==> src/rtl/approx_mult_ctrl_if.sv <==
// approx_mult_ctrl_if: handshake and strobe bundle between the sequencer and its datapath
interface approx_mult_ctrl_if;
  logic       start;
  logic       msb_a;
  logic       msb_b;
  logic [3:0] in_addr;
  logic       ld_a;
  logic       ld_b;
  logic       shl_a;
  logic       shl_b;
  logic       reg_ld;
  logic [4:0] shift_total;
  logic       out_wen;
  logic [2:0] out_addr;
  logic       busy;
  logic       done;
  modport master (
    input  start, msb_a, msb_b,
    output in_addr, ld_a, ld_b, shl_a, shl_b, reg_ld, shift_total, out_wen, out_addr, busy, done
  );
  modport slave (
    output start, msb_a, msb_b,
    input  in_addr, ld_a, ld_b, shl_a, shl_b, reg_ld, shift_total, out_wen, out_addr, busy, done
  );
endinterface

==> src/rtl/approx_mult_ctrl.sv <==
// approx_mult_ctrl: sequencer that fetches, normalises, multiplies and stores N_PAIRS operand pairs
module approx_mult_ctrl #(
  parameter int N_PAIRS   = 8,
  parameter int MAX_SHIFT = 8
) (
  input logic clk,
  input logic rst,
  approx_mult_ctrl_if.master bus
);
  typedef enum logic [2:0] {IDLE, LOAD_A, LOAD_B, NORM, CAPTURE, WRITE, DONE} state_t;
  localparam logic [3:0] MAX  = 4'(MAX_SHIFT);
  localparam logic [2:0] LAST = 3'(N_PAIRS - 1);
  state_t     state, state_n;
  logic [2:0] k;
  logic [3:0] sa, sb;
  logic       shl_a, shl_b;
  // state, pair index and per-operand shift counters
  always_ff @(posedge clk) begin
    if (rst) begin
      state <= IDLE;
      k     <= '0;
      sa    <= '0;
      sb    <= '0;
    end else begin
      state <= state_n;
      if (state == IDLE) k <= '0;
      else if (state == WRITE && k != LAST) k <= k + 3'd1;
      sa <= (state == LOAD_B) ? 4'd0 : sa + 4'(shl_a);
      sb <= (state == LOAD_B) ? 4'd0 : sb + 4'(shl_b);
    end
  end
  // next-state sequencing and decoded datapath strobes
  always_comb begin
    state_n = state;
    shl_a   = (state == NORM) && !bus.msb_a && (sa < MAX);
    shl_b   = (state == NORM) && !bus.msb_b && (sb < MAX);
    case (state)
      IDLE:    state_n = bus.start ? LOAD_A : IDLE;
      LOAD_A:  state_n = LOAD_B;
      LOAD_B:  state_n = NORM;
      NORM:    state_n = (shl_a || shl_b) ? NORM : CAPTURE;
      CAPTURE: state_n = WRITE;
      WRITE:   state_n = (k == LAST) ? DONE : LOAD_A;
      DONE:    state_n = IDLE;
      default: state_n = IDLE;
    endcase
    bus.in_addr     = (state == LOAD_A) ? {k, 1'b0} : (state == LOAD_B) ? {k, 1'b1} : 4'd0;
    bus.ld_a        = (state == LOAD_A);
    bus.ld_b        = (state == LOAD_B);
    bus.shl_a       = shl_a;
    bus.shl_b       = shl_b;
    bus.reg_ld      = (state == CAPTURE);
    bus.shift_total = (state == CAPTURE || state == WRITE) ? 5'(sa) + 5'(sb) : 5'd0;
    bus.out_wen     = (state == WRITE);
    bus.out_addr    = k;
    bus.busy        = (state != IDLE);
    bus.done        = (state == DONE);
  end
endmodule

==> src/flat_wrapper.sv <==
// flat-port wrapper written by rule: the top's interface ports become plain ports
module approx_mult_ctrl_flat 
#(
  parameter int N_PAIRS   = 8,
  parameter int MAX_SHIFT = 8
)
  (clk, rst, bus_start, bus_msb_a, bus_msb_b, bus_in_addr, bus_ld_a, bus_ld_b, bus_shl_a, bus_shl_b, bus_reg_ld, bus_shift_total, bus_out_wen, bus_out_addr, bus_busy, bus_done);
  approx_mult_ctrl_if bus_i ();
  input logic clk;
  input logic rst;
  input wire logic [$bits(bus_i.start)-1:0] bus_start;
  input wire logic [$bits(bus_i.msb_a)-1:0] bus_msb_a;
  input wire logic [$bits(bus_i.msb_b)-1:0] bus_msb_b;
  output wire logic [$bits(bus_i.in_addr)-1:0] bus_in_addr;
  output wire logic [$bits(bus_i.ld_a)-1:0] bus_ld_a;
  output wire logic [$bits(bus_i.ld_b)-1:0] bus_ld_b;
  output wire logic [$bits(bus_i.shl_a)-1:0] bus_shl_a;
  output wire logic [$bits(bus_i.shl_b)-1:0] bus_shl_b;
  output wire logic [$bits(bus_i.reg_ld)-1:0] bus_reg_ld;
  output wire logic [$bits(bus_i.shift_total)-1:0] bus_shift_total;
  output wire logic [$bits(bus_i.out_wen)-1:0] bus_out_wen;
  output wire logic [$bits(bus_i.out_addr)-1:0] bus_out_addr;
  output wire logic [$bits(bus_i.busy)-1:0] bus_busy;
  output wire logic [$bits(bus_i.done)-1:0] bus_done;
  assign bus_i.start = bus_start;
  assign bus_i.msb_a = bus_msb_a;
  assign bus_i.msb_b = bus_msb_b;
  assign bus_in_addr = bus_i.in_addr;
  assign bus_ld_a = bus_i.ld_a;
  assign bus_ld_b = bus_i.ld_b;
  assign bus_shl_a = bus_i.shl_a;
  assign bus_shl_b = bus_i.shl_b;
  assign bus_reg_ld = bus_i.reg_ld;
  assign bus_shift_total = bus_i.shift_total;
  assign bus_out_wen = bus_i.out_wen;
  assign bus_out_addr = bus_i.out_addr;
  assign bus_busy = bus_i.busy;
  assign bus_done = bus_i.done;
  approx_mult_ctrl #(.N_PAIRS(N_PAIRS), .MAX_SHIFT(MAX_SHIFT)) u_core (.clk(clk), .rst(rst), .bus(bus_i));
endmodule
==> config.mk <==
export PLATFORM = sky130hd
export DESIGN_NAME = approx_mult_ctrl_flat
export DESIGN_NICKNAME = d
export VERILOG_FILES = /design/src/rtl/approx_mult_ctrl_if.sv /design/src/rtl/approx_mult_ctrl.sv /design/src/flat_wrapper.sv
export SDC_FILE = /design/constraint.sdc
export NUM_CORES = 1
export LEC_CHECK = 0
export BUFFER_PORTS_ARGS = -buffer_cell sky130_fd_sc_hd__buf_2
export CAP_MARGIN = 20
export CORE_MARGIN = 10
export CORE_UTILIZATION = 53
export DETAILED_ROUTE_END_ITERATION = 16
export PLACE_DENSITY = 0.9
export RECOVER_POWER = 25
export SYNTH_ARGS = -nofsm -noshare
export SYNTH_HDL_FRONTEND = slang
export SYNTH_SLANG_ARGS = --single-unit
==> constraint.sdc <==
create_clock -name clk -period 2.3 [get_ports clk]
set_input_delay 0.23 -clock clk [delete_from_list [all_inputs] [get_ports clk]]
set_output_delay 0.23 -clock clk [all_outputs]
set_load 0.02 [all_outputs]
## Word-level counts from Yosys, hierarchy flattened

Cells that the tools add are included.

- Bits of input ports: 5
- Logic and storage cells: 38
- Output and inout port bits: 20
- Register bits after elaboration: 14

- Reductions and logical operators: 13
- $add $sub $neg: 4
- $lt $le $gt $ge: 2
- Eq/ne operators: 8
- Multiplexer cells: 7

Operators with widths:

| operator | number |
|---|---|
| 3-bit one-hot mux with 6 select lines | 1 |
| 3-bit equality test (second input constant) | 4 |
| 4-bit by 1-bit adder with 4-bit output | 2 |
| 4-bit < comparator (second input constant) | 2 |
| 4-bit two-way mux | 2 |
| 3-bit by 2-bit equality test with 1-bit output (second input constant) | 2 |
| 3-bit two-way mux | 2 |
| 4-bit by 4-bit adder with 5-bit output | 1 |
| 1-bit logical AND | 5 |
| 5-bit two-way mux | 1 |
| 2-bit OR reduction | 2 |
| 3-bit by 1-bit adder with 3-bit output (second input constant) | 1 |
| 3-bit by 1-bit equality test with 1-bit output (second input constant) | 1 |
| 3-bit zero test | 1 |
| 3-bit inequality test (second input constant) | 1 |
| 3-bit nonzero test | 1 |
| 1-bit zero test | 2 |
| 1-bit logical OR | 2 |
| 1-bit two-way mux | 1 |

## Longest topological paths before layout

Gate-level depths: netlist of the first run.

- Depth in word-level cells: 6
- Depth in mapped cells: 7
- Depth with buffers taken out: 6

## Worst setup path after synthesis of the first run

OpenSTA, ideal clock, no wires.

- Path type: reg2reg
- From: register u_core.state[0]
- To: register u_core.sa[1]
- Data required time: 2.185 ns
- Clock period less this slack: 1.637 ns
- Slack: 0.663 ns
- Buffers on the path: 1
- Library setup time: 0.115 ns
- Stages on the path, launching flop included: 7
- Arrival time: 1.522 ns
- Cells stage by stage: dfxtp_1 buf_2 nor2b_1 and3_1 ha_1 ha_1 and2_1

- Word-level cells in the longest chain between the ends: 4
- Elaborated cells on any way between the ends: 6
- Classes of those cells: add/sub: 1; eq/ne: 2; reduce/logical: 3

Ends and longest elaborated chain:

| element | RTL line | source |
|---|---|---|
| from (decl) | approx_mult_ctrl.sv:13 | `state_t state, state_n;` |
| from (signal assigned) | approx_mult_ctrl.sv:25 | `state <= state_n;` |
| 3-bit by 2-bit equality test with 1-bit output | approx_mult_ctrl.sv:35 | `shl_a = (state == NORM) && !bus.msb_a && (sa < MAX);` |
| 1-bit logical AND (2 in series) | approx_mult_ctrl.sv:35 |  |
| named net bus_shl_a | flat_wrapper.sv:17 | `output wire logic [$bits(bus_i.shl_a)-1:0] bus_shl_a;` |
| 4-bit by 1-bit adder with 4-bit output | approx_mult_ctrl.sv:28 | `sa <= (state == LOAD_B) ? 4'd0 : sa + 4'(shl_a);` |
| to (signal assigned) | approx_mult_ctrl.sv:28 |  |
| to (decl) | approx_mult_ctrl.sv:15 | `logic [3:0] sa, sb;` |

The timed path passes the listed nets, and every way through them passes these cells.
A chain may end at the register's enable or synchronous reset.

## Worst setup path in the final report of the first run

- From: register u_core.sb[0]
- To: output port bus_shift_total[4]

- Word-level cells in the longest chain between the ends: 2

Ends and longest elaborated chain:

| element | RTL line | source |
|---|---|---|
| from (decl) | approx_mult_ctrl.sv:15 |  |
| from (signal assigned) | approx_mult_ctrl.sv:29 | `sb <= (state == LOAD_B) ? 4'd0 : sb + 4'(shl_b);` |
| 4-bit by 4-bit adder with 5-bit output | approx_mult_ctrl.sv:53 | `bus.shift_total = (state == CAPTURE \|\| state == WRITE) ? 5'(sa) + 5'(sb) : 5'd0;` |
| 5-bit two-way mux | approx_mult_ctrl.sv:53 |  |
| to (decl) | flat_wrapper.sv:20 | `output wire logic [$bits(bus_i.shift_total)-1:0] bus_shift_total;` |

No other way between the ends.

==> results of run 1 <==
## cells by family after synthesis
kind of cell    count (synthesis)  synth area share, %
fa+ha+maj                      11                 16.8
simple gates                   49                 30.7
xor+xnor                        7                 7.09
mux                             3                 3.47
compound gates                 10                 6.95
buf+inv                         5                 2.60
flops                          14                 32.4
## worst max-delay path: stages, from the launching register on
cell                      delay (ps)
sky130_fd_sc_hd__dfxtp_1         320
sky130_fd_sc_hd__ha_1            230
sky130_fd_sc_hd__fa_1            410
sky130_fd_sc_hd__a21o_1          190
sky130_fd_sc_hd__a21oi_1         130
sky130_fd_sc_hd__nor2_1           50
sky130_fd_sc_hd__buf_2           160
## synth_stat cells (all sizes together)
cell     n
a21oi    3
dfxtp   14
and2     9
and4bb   1
xnor2    4
inv      2
nor2    16
or4      1
a21o     2
or3      1
nand3    3
nor2b    3
and3     2
or2      1
ha      10
fa       1
buf      3
a31oi    2
nand2    5
o211ai   1
mux2i    3
nand2b   5
xor2     3
o21ai    2
nor3b    2
## how the worst max path moves through the flow
stage / to / slack (ps) / depth (start not counted) / startpoint
after floorplan: u_core.sa[1] / 660 / 6 / u_core.state[0]
after global placement: bus_shift_total[4] / 630 / 6 / u_core.sb[0]
after detailed placement: bus_shift_total[4] / 610 / 6 / u_core.sb[0]
after CTS: bus_shift_total[4] / 300 / 6 / u_core.sb[0]
after global routing: bus_shift_total[4] / 190 / 6 / u_core.sb[0]
final: bus_shift_total[4] / 300 / 6 / u_core.sb[0]
## flip-flops by register name, indices dropped and copies added (netlist names)
| name | count |
|---|---|
| u_core.bus.out_addr | 3 |
| u_core.sa | 4 |
| u_core.sb | 4 |
| u_core.state | 3 |
## final cells by class
class | count | share of cell area [%]
Clock buffer | 4 | 3.55
Timing Repair Buffer | 24 | 11.3
Inverter | 2 | 0.735
Tap cell | 16 | 1.96
Sequential cell | 14 | 27.5
Multi-Input combinational cell | 80 | 55.0
## power by group
group	switching (mW)	internal, mW	leakage [nW]
sequential	0.0204	0.250	0.113
combinational	0.0599	0.0370	0.406
clock	0.0817	0.0963	0.0210
total	0.162	0.383	0.540
## per-layer routing
| metal | GRT usage (%) | vias up | part of all wire, % |
|---|---|---|---|
| li1 | - | 385 | - |
| met5 | 0 | - | 0 |
| met4 | 4.49 | 0 | 2.1 |
| met1 | 13.3 | 348 | 46 |
| met2 | 16.8 | 34 | 41 |
| met3 | 4.38 | 6 | 11 |
==> flow_results.xml, run 1 <==
<?xml version="1.0" encoding="UTF-8"?>
<metrics>
  <group name="run_status">
    <metric name="run_status" unit="">finished, final reports clean</metric>
  </group>
  <group name="timing">
    <metric name="fin_worst_skew" unit="ps">6.52</metric>
    <metric name="timing_hold_violations_final" unit="">0</metric>
    <metric name="period_minus_slack" unit="ps">2000</metric>
    <metric name="fmax" unit="GHz">0.501</metric>
    <metric name="post-route-period-util" unit="%">86.8</metric>
    <metric name="final_max_slew_viol_count" unit="">0</metric>
    <metric name="fin_tns_setup" unit="ps">0</metric>
    <metric name="max_slew_margin" unit="%">72.2</metric>
    <metric name="setup-violations-final" unit="">0</metric>
    <metric name="hold-worst-slack" unit="ps">274</metric>
    <metric name="final_critical_path_setup_slack" unit="ps">303</metric>
    <metric name="max_slew.worst_pin.slew" unit="ps">416</metric>
    <metric name="unrepaired_setup_endpoints_after_global_routing" unit="">no</metric>
  </group>
  <group name="floorplanning">
    <metric name="design.portCount" unit="">25</metric>
    <metric name="die_ar" unit="sq um">3650</metric>
    <metric name="floorplan.die.width" unit="um">60.4</metric>
    <metric name="core_region_area" unit="sq um">1520</metric>
    <metric name="rows" unit="">14</metric>
    <metric name="initial_utilization" unit="%">56.7</metric>
    <metric name="die_y" unit="um">60.4</metric>
  </group>
  <group name="setup_path">
    <metric name="rr_endpoint" unit="">u_core.sb[1]</metric>
    <metric name="cp_arrival" unit="ps">1770</metric>
    <metric name="worstReg2RegStart" unit="">u_core.state[0]</metric>
    <metric name="timing.setup.critical_path_class" unit="">reg2out</metric>
    <metric name="worst-r2r-setup-slack" unit="ps">640</metric>
    <metric name="r2r_cells" unit="">5</metric>
    <metric name="critical_path_required" unit="ps">2070</metric>
    <metric name="startpoint_types" unit="">flop</metric>
    <metric name="worstPathMaxFanout" unit="">2</metric>
    <metric name="worstSetupEndpointType" unit="">primary output</metric>
  </group>
  <group name="routing">
    <metric name="detailroute.via_count" unit="">773</metric>
    <metric name="drt_iter0_drc" unit="">17</metric>
    <metric name="drt_pass1_iterations" unit="">4</metric>
    <metric name="detail_route.wl_per_cell" unit="um">13.7</metric>
    <metric name="drtAntennaViolNets" unit="">0</metric>
    <metric name="viasPerCell" unit="">5.52</metric>
    <metric name="wl" unit="mm">1.91</metric>
    <metric name="drc_errors" unit="">0</metric>
  </group>
  <group name="clock_tree">
    <metric name="maximum_number_of_buffers_from_clock_root_to_sink" unit="">2</metric>
    <metric name="postCtsHoldBufs" unit="">0</metric>
    <metric name="cts.reportedPaths.clkPinSlew" unit="ps">90</metric>
    <metric name="numClockSinks" unit="">14</metric>
    <metric name="cts_max_level" unit="">1</metric>
    <metric name="tritoncts" unit="">built</metric>
    <metric name="cts-buffers-inserted" unit="">3</metric>
    <metric name="cts_root_buffer" unit="">sky130_fd_sc_hd__clkbuf_4</metric>
    <metric name="clock_latency" unit="ps">280</metric>
    <metric name="post-cts-setup-buffer-count" unit="">0</metric>
    <metric name="post_cts_sizing_count" unit="">0</metric>
  </group>
  <group name="final_layout">
    <metric name="finalNonFillerCells" unit="">140</metric>
    <metric name="layout.cell_area.non_filler" unit="sq um">1020</metric>
    <metric name="ant_cells" unit="">0</metric>
    <metric name="drive_above_1_share" unit="%">21.8</metric>
    <metric name="fin_util" unit="%">67.0</metric>
    <metric name="synthToLayoutAreaGrowth" unit="%">18.1</metric>
    <metric name="finish.net_count" unit="">141</metric>
    <metric name="layout.cells.most_common_list" unit="">20 x sky130_fd_sc_hd__buf_2, 16 x sky130_fd_sc_hd__nor2_1, 14 x sky130_fd_sc_hd__dfxtp_1</metric>
    <metric name="sequential_cell_area" unit="sq um">280</metric>
    <metric name="layout.cells.most_common" unit="">sky130_fd_sc_hd__buf_2</metric>
    <metric name="nFillCells" unit="">132</metric>
    <metric name="footprint_of_the_multi_input_gates" unit="sq um">562</metric>
  </group>
  <group name="global_routing">
    <metric name="grt_pass1_vias" unit="">728</metric>
    <metric name="track_usage" unit="%">11.0</metric>
    <metric name="grt_antenna_before_repair" unit="">0</metric>
    <metric name="global_route.overflow_total" unit="">0</metric>
    <metric name="grt_first_pass_wirelength" unit="mm">3.18</metric>
    <metric name="grt_max_degree" unit="">14</metric>
  </group>
  <group name="pwr">
    <metric name="power_leakage" unit="nW">0.540</metric>
    <metric name="power.density_cell_area" unit="nW/um^2">534</metric>
    <metric name="p_total" unit="uW">545</metric>
    <metric name="worst_ir_drop_vdd" unit="V">0.000399</metric>
  </group>
  <group name="yosys">
    <metric name="postSynthCellCount" unit="">99</metric>
    <metric name="ys_types" unit="">27</metric>
    <metric name="yosys_register_bits" unit="">14</metric>
    <metric name="yosys_warnings" unit="">0</metric>
    <metric name="post_synth_instance_area" unit="sq um">865</metric>
    <metric name="synth_area_leader_cell" unit="">sky130_fd_sc_hd__dfxtp_1</metric>
    <metric name="share_of_the_synthesized_area_in_the_top_cell_type" unit="%">32.4</metric>
    <metric name="largest_cells_by_area_after_synthesis" unit="">sky130_fd_sc_hd__dfxtp_1 32%, sky130_fd_sc_hd__ha_1 14%, sky130_fd_sc_hd__nor2_1 6.9%, sky130_fd_sc_hd__and2_1 6.5%, sky130_fd_sc_hd__xnor2_1 4.1%</metric>
    <metric name="synth.avg_cell_area" unit="sq um">8.73</metric>
    <metric name="synthesis.nets" unit="">115</metric>
    <metric name="yosysSeqAreaShare" unit="%">32.4</metric>
  </group>
  <group name="job">
    <metric name="cap_violations" unit="">0</metric>
  </group>
  <group name="placement">
    <metric name="place_congestion" unit="">0.791</metric>
    <metric name="placed_cells_incl_taps" unit="">136</metric>
    <metric name="placedInstanceArea" unit="sq um">990</metric>
    <metric name="post-place-ws" unit="ps">612</metric>
    <metric name="numPortBuffers" unit="">24</metric>
    <metric name="detailed_place_hpwl" unit="mm">1.52</metric>
  </group>
  <group name="hold_path">
    <metric name="worstHoldPathType" unit="">in2reg</metric>
    <metric name="hold_path_depth" unit="">3</metric>
    <metric name="hold_end" unit="">u_core.state[0]</metric>
    <metric name="hold_path.startpoint" unit="">bus_start</metric>
  </group>
</metrics>
No activity file was read; power rests on OpenSTA's default activity.
==> run 2: changes to the inputs <==
- CTS_BUF_LIST: unset -> sky130_fd_sc_hd__clkbuf_16
==> run 2 against run 1 <==
Compared with the run above: first-iteration DRC count fell by 5.9%; via count fell by 0.91%; setup slack improved by 49 ps; clock power rose by 85%; final area rose by 4.2%; clock-buffer cell count fell by 1; worst hold slack improved by 45 ps; wire length rose by 0.63%.
==> flow_results.xml, run 2 (synthesized netlist as in run 1, its figures left out) <==
<?xml version="1.0" encoding="UTF-8"?>
<metrics>
  <group name="run_status">
    <metric name="run_status" unit="">finished, final reports clean</metric>
  </group>
  <group name="timing">
    <metric name="post-route-period-util" unit="%">84.7</metric>
    <metric name="setup-violations-final" unit="">0</metric>
    <metric name="max_slew_margin" unit="%">72.8</metric>
    <metric name="period_minus_slack" unit="ps">1950</metric>
    <metric name="fin_tns_setup" unit="ps">0</metric>
    <metric name="unrepaired_setup_endpoints_after_global_routing" unit="">no</metric>
    <metric name="final_max_slew_viol_count" unit="">0</metric>
    <metric name="fmax" unit="GHz">0.513</metric>
    <metric name="max_slew.worst_pin.slew" unit="ps">407</metric>
    <metric name="fin_worst_skew" unit="ps">1.77</metric>
    <metric name="timing_hold_violations_final" unit="">0</metric>
  </group>
  <group name="clock_tree">
    <metric name="post_cts_sizing_count" unit="">0</metric>
    <metric name="maximum_number_of_buffers_from_clock_root_to_sink" unit="">2</metric>
    <metric name="tritoncts" unit="">built</metric>
    <metric name="cts_root_buffer" unit="">sky130_fd_sc_hd__clkbuf_16</metric>
    <metric name="cts-buffers-inserted" unit="">3</metric>
    <metric name="cts.reportedPaths.clkPinSlew" unit="ps">50</metric>
    <metric name="post-cts-setup-buffer-count" unit="">0</metric>
    <metric name="clock_latency" unit="ps">240</metric>
    <metric name="numClockSinks" unit="">14</metric>
    <metric name="cts_max_level" unit="">1</metric>
    <metric name="postCtsHoldBufs" unit="">0</metric>
  </group>
  <group name="setup_path">
    <metric name="critical_path_required" unit="ps">2070</metric>
    <metric name="startpoint_types" unit="">flop</metric>
    <metric name="cp_arrival" unit="ps">1720</metric>
    <metric name="timing.setup.critical_path_class" unit="">reg2out</metric>
    <metric name="worstSetupEndpointType" unit="">primary output</metric>
    <metric name="worstPathMaxFanout" unit="">2</metric>
  </group>
  <group name="global_routing">
    <metric name="grt_first_pass_wirelength" unit="mm">3.25</metric>
    <metric name="grt_antenna_before_repair" unit="">0</metric>
    <metric name="track_usage" unit="%">11.7</metric>
    <metric name="grt_pass1_vias" unit="">726</metric>
    <metric name="global_route.overflow_total" unit="">0</metric>
    <metric name="grt_max_degree" unit="">14</metric>
  </group>
  <group name="placement">
    <metric name="place_congestion" unit="">0.791</metric>
    <metric name="placedInstanceArea" unit="sq um">990</metric>
    <metric name="numPortBuffers" unit="">24</metric>
    <metric name="detailed_place_hpwl" unit="mm">1.52</metric>
  </group>
  <group name="final_layout">
    <metric name="fin_util" unit="%">69.8</metric>
    <metric name="ant_cells" unit="">0</metric>
    <metric name="finish.net_count" unit="">141</metric>
    <metric name="layout.cells.most_common_list" unit="">20 x sky130_fd_sc_hd__buf_2, 16 x sky130_fd_sc_hd__nor2_1, 14 x sky130_fd_sc_hd__dfxtp_1</metric>
    <metric name="synthToLayoutAreaGrowth" unit="%">23.0</metric>
    <metric name="layout.cell_area.non_filler" unit="sq um">1060</metric>
    <metric name="biggestRegsByFlops" unit="">u_core.sa (4), u_core.sb (4)</metric>
    <metric name="layout.cells.most_common" unit="">sky130_fd_sc_hd__buf_2</metric>
    <metric name="drive_above_1_share" unit="%">21.0</metric>
    <metric name="nFillCells" unit="">127</metric>
  </group>
  <group name="floorplanning">
    <metric name="rows" unit="">14</metric>
    <metric name="initial_utilization" unit="%">56.7</metric>
    <metric name="die_y" unit="um">60.4</metric>
    <metric name="die_ar" unit="sq um">3650</metric>
    <metric name="floorplan.die.width" unit="um">60.4</metric>
    <metric name="design.portCount" unit="">25</metric>
    <metric name="core_region_area" unit="sq um">1520</metric>
  </group>
  <group name="routing">
    <metric name="viasPerCell" unit="">5.47</metric>
    <metric name="drtAntennaViolNets" unit="">0</metric>
    <metric name="detailroute.via_count" unit="">766</metric>
    <metric name="wl" unit="mm">1.93</metric>
    <metric name="drt_iter0_drc" unit="">16</metric>
    <metric name="detail_route.wl_per_cell" unit="um">13.8</metric>
    <metric name="drt_pass1_iterations" unit="">4</metric>
    <metric name="drc_errors" unit="">0</metric>
  </group>
  <group name="pwr">
    <metric name="power_leakage" unit="nW">0.558</metric>
    <metric name="worst_ir_drop_vdd" unit="V">0.000432</metric>
    <metric name="power.density_cell_area" unit="nW/um^2">656</metric>
  </group>
  <group name="job">
    <metric name="cap_violations" unit="">0</metric>
  </group>
  <group name="hold_path">
    <metric name="worstHoldPathType" unit="">in2reg</metric>
  </group>
</metrics>
## run 2: cell count changes in the layout (fill, tap and decap cells not counted)
cell                        change
sky130_fd_sc_hd__clkinv_1       +1
sky130_fd_sc_hd__clkbuf_8       -1
sky130_fd_sc_hd__clkbuf_16      +3
sky130_fd_sc_hd__clkbuf_4       -3
## run 2: layer usage
metal  wire length (um)  GRT usage [%]  share of wire, %
met5                  0              0                 0
met4                 38           6.09               2.0
met3                228           6.05                12
met2                798           16.9                41
met1                861           13.7                45
## run 2: critical path, stage by stage (launching register included)
cell and delay [ps]:
sky130_fd_sc_hd__dfxtp_1 310, sky130_fd_sc_hd__ha_1 230, sky130_fd_sc_hd__fa_1 410, sky130_fd_sc_hd__a21o_1 190, sky130_fd_sc_hd__a21oi_1 130, sky130_fd_sc_hd__nor2_1 50
sky130_fd_sc_hd__buf_2 160
## run 2: layout make-up
class | count | area, sq um | share of cell area (%)
clock buffer | 3 | 75.1 | 7.06
clock inverter | 1 | 3.75 | 0.353
inverter | 2 | 7.51 | 0.706
multi-input combinational | 80 | 562 | 52.8
sequential | 14 | 280 | 26.4
tap | 16 | 20.0 | 1.88
timing repair buffer | 24 | 115 | 10.8
## run 2: worst paths after layout
kind                                        startpoint                      to  slack, ps  cells past startpoint
worst max-delay path                      u_core.sb[0]      bus_shift_total[4]        350                      6
worst min-delay path                         bus_start         u_core.state[0]        320                      3
worst max register to register         u_core.state[0]            u_core.sa[1]        660                      5
worst min register to register  u_core.bus.out_addr[1]  u_core.bus.out_addr[1]        550                      2
## run 2: stage by stage
| stage | cells | worst slack, ps | hold slack [ps] | power [mW] |
|---|---|---|---|---|
| floorplan | 99 | 663 | 430 | 0.343 |
| global placement | 136 | 633 | 530 | 0.370 |
| detailed placement | 136 | 612 | 542 | 0.372 |
| CTS | 140 | 343 | 310 | 0.709 |
| global route | 140 | 248 | 357 | 0.733 |
| finish | 140 | 352 | 319 | 0.698 |
## run 2: power by group
| part | internal (mW) | switching [mW] | total [mW] |
|---|---|---|---|
| logic | 0.0370 | 0.0608 | 0.0978 |
| clock network | 0.230 | 0.0994 | 0.329 |
| registers | 0.251 | 0.0201 | 0.271 |
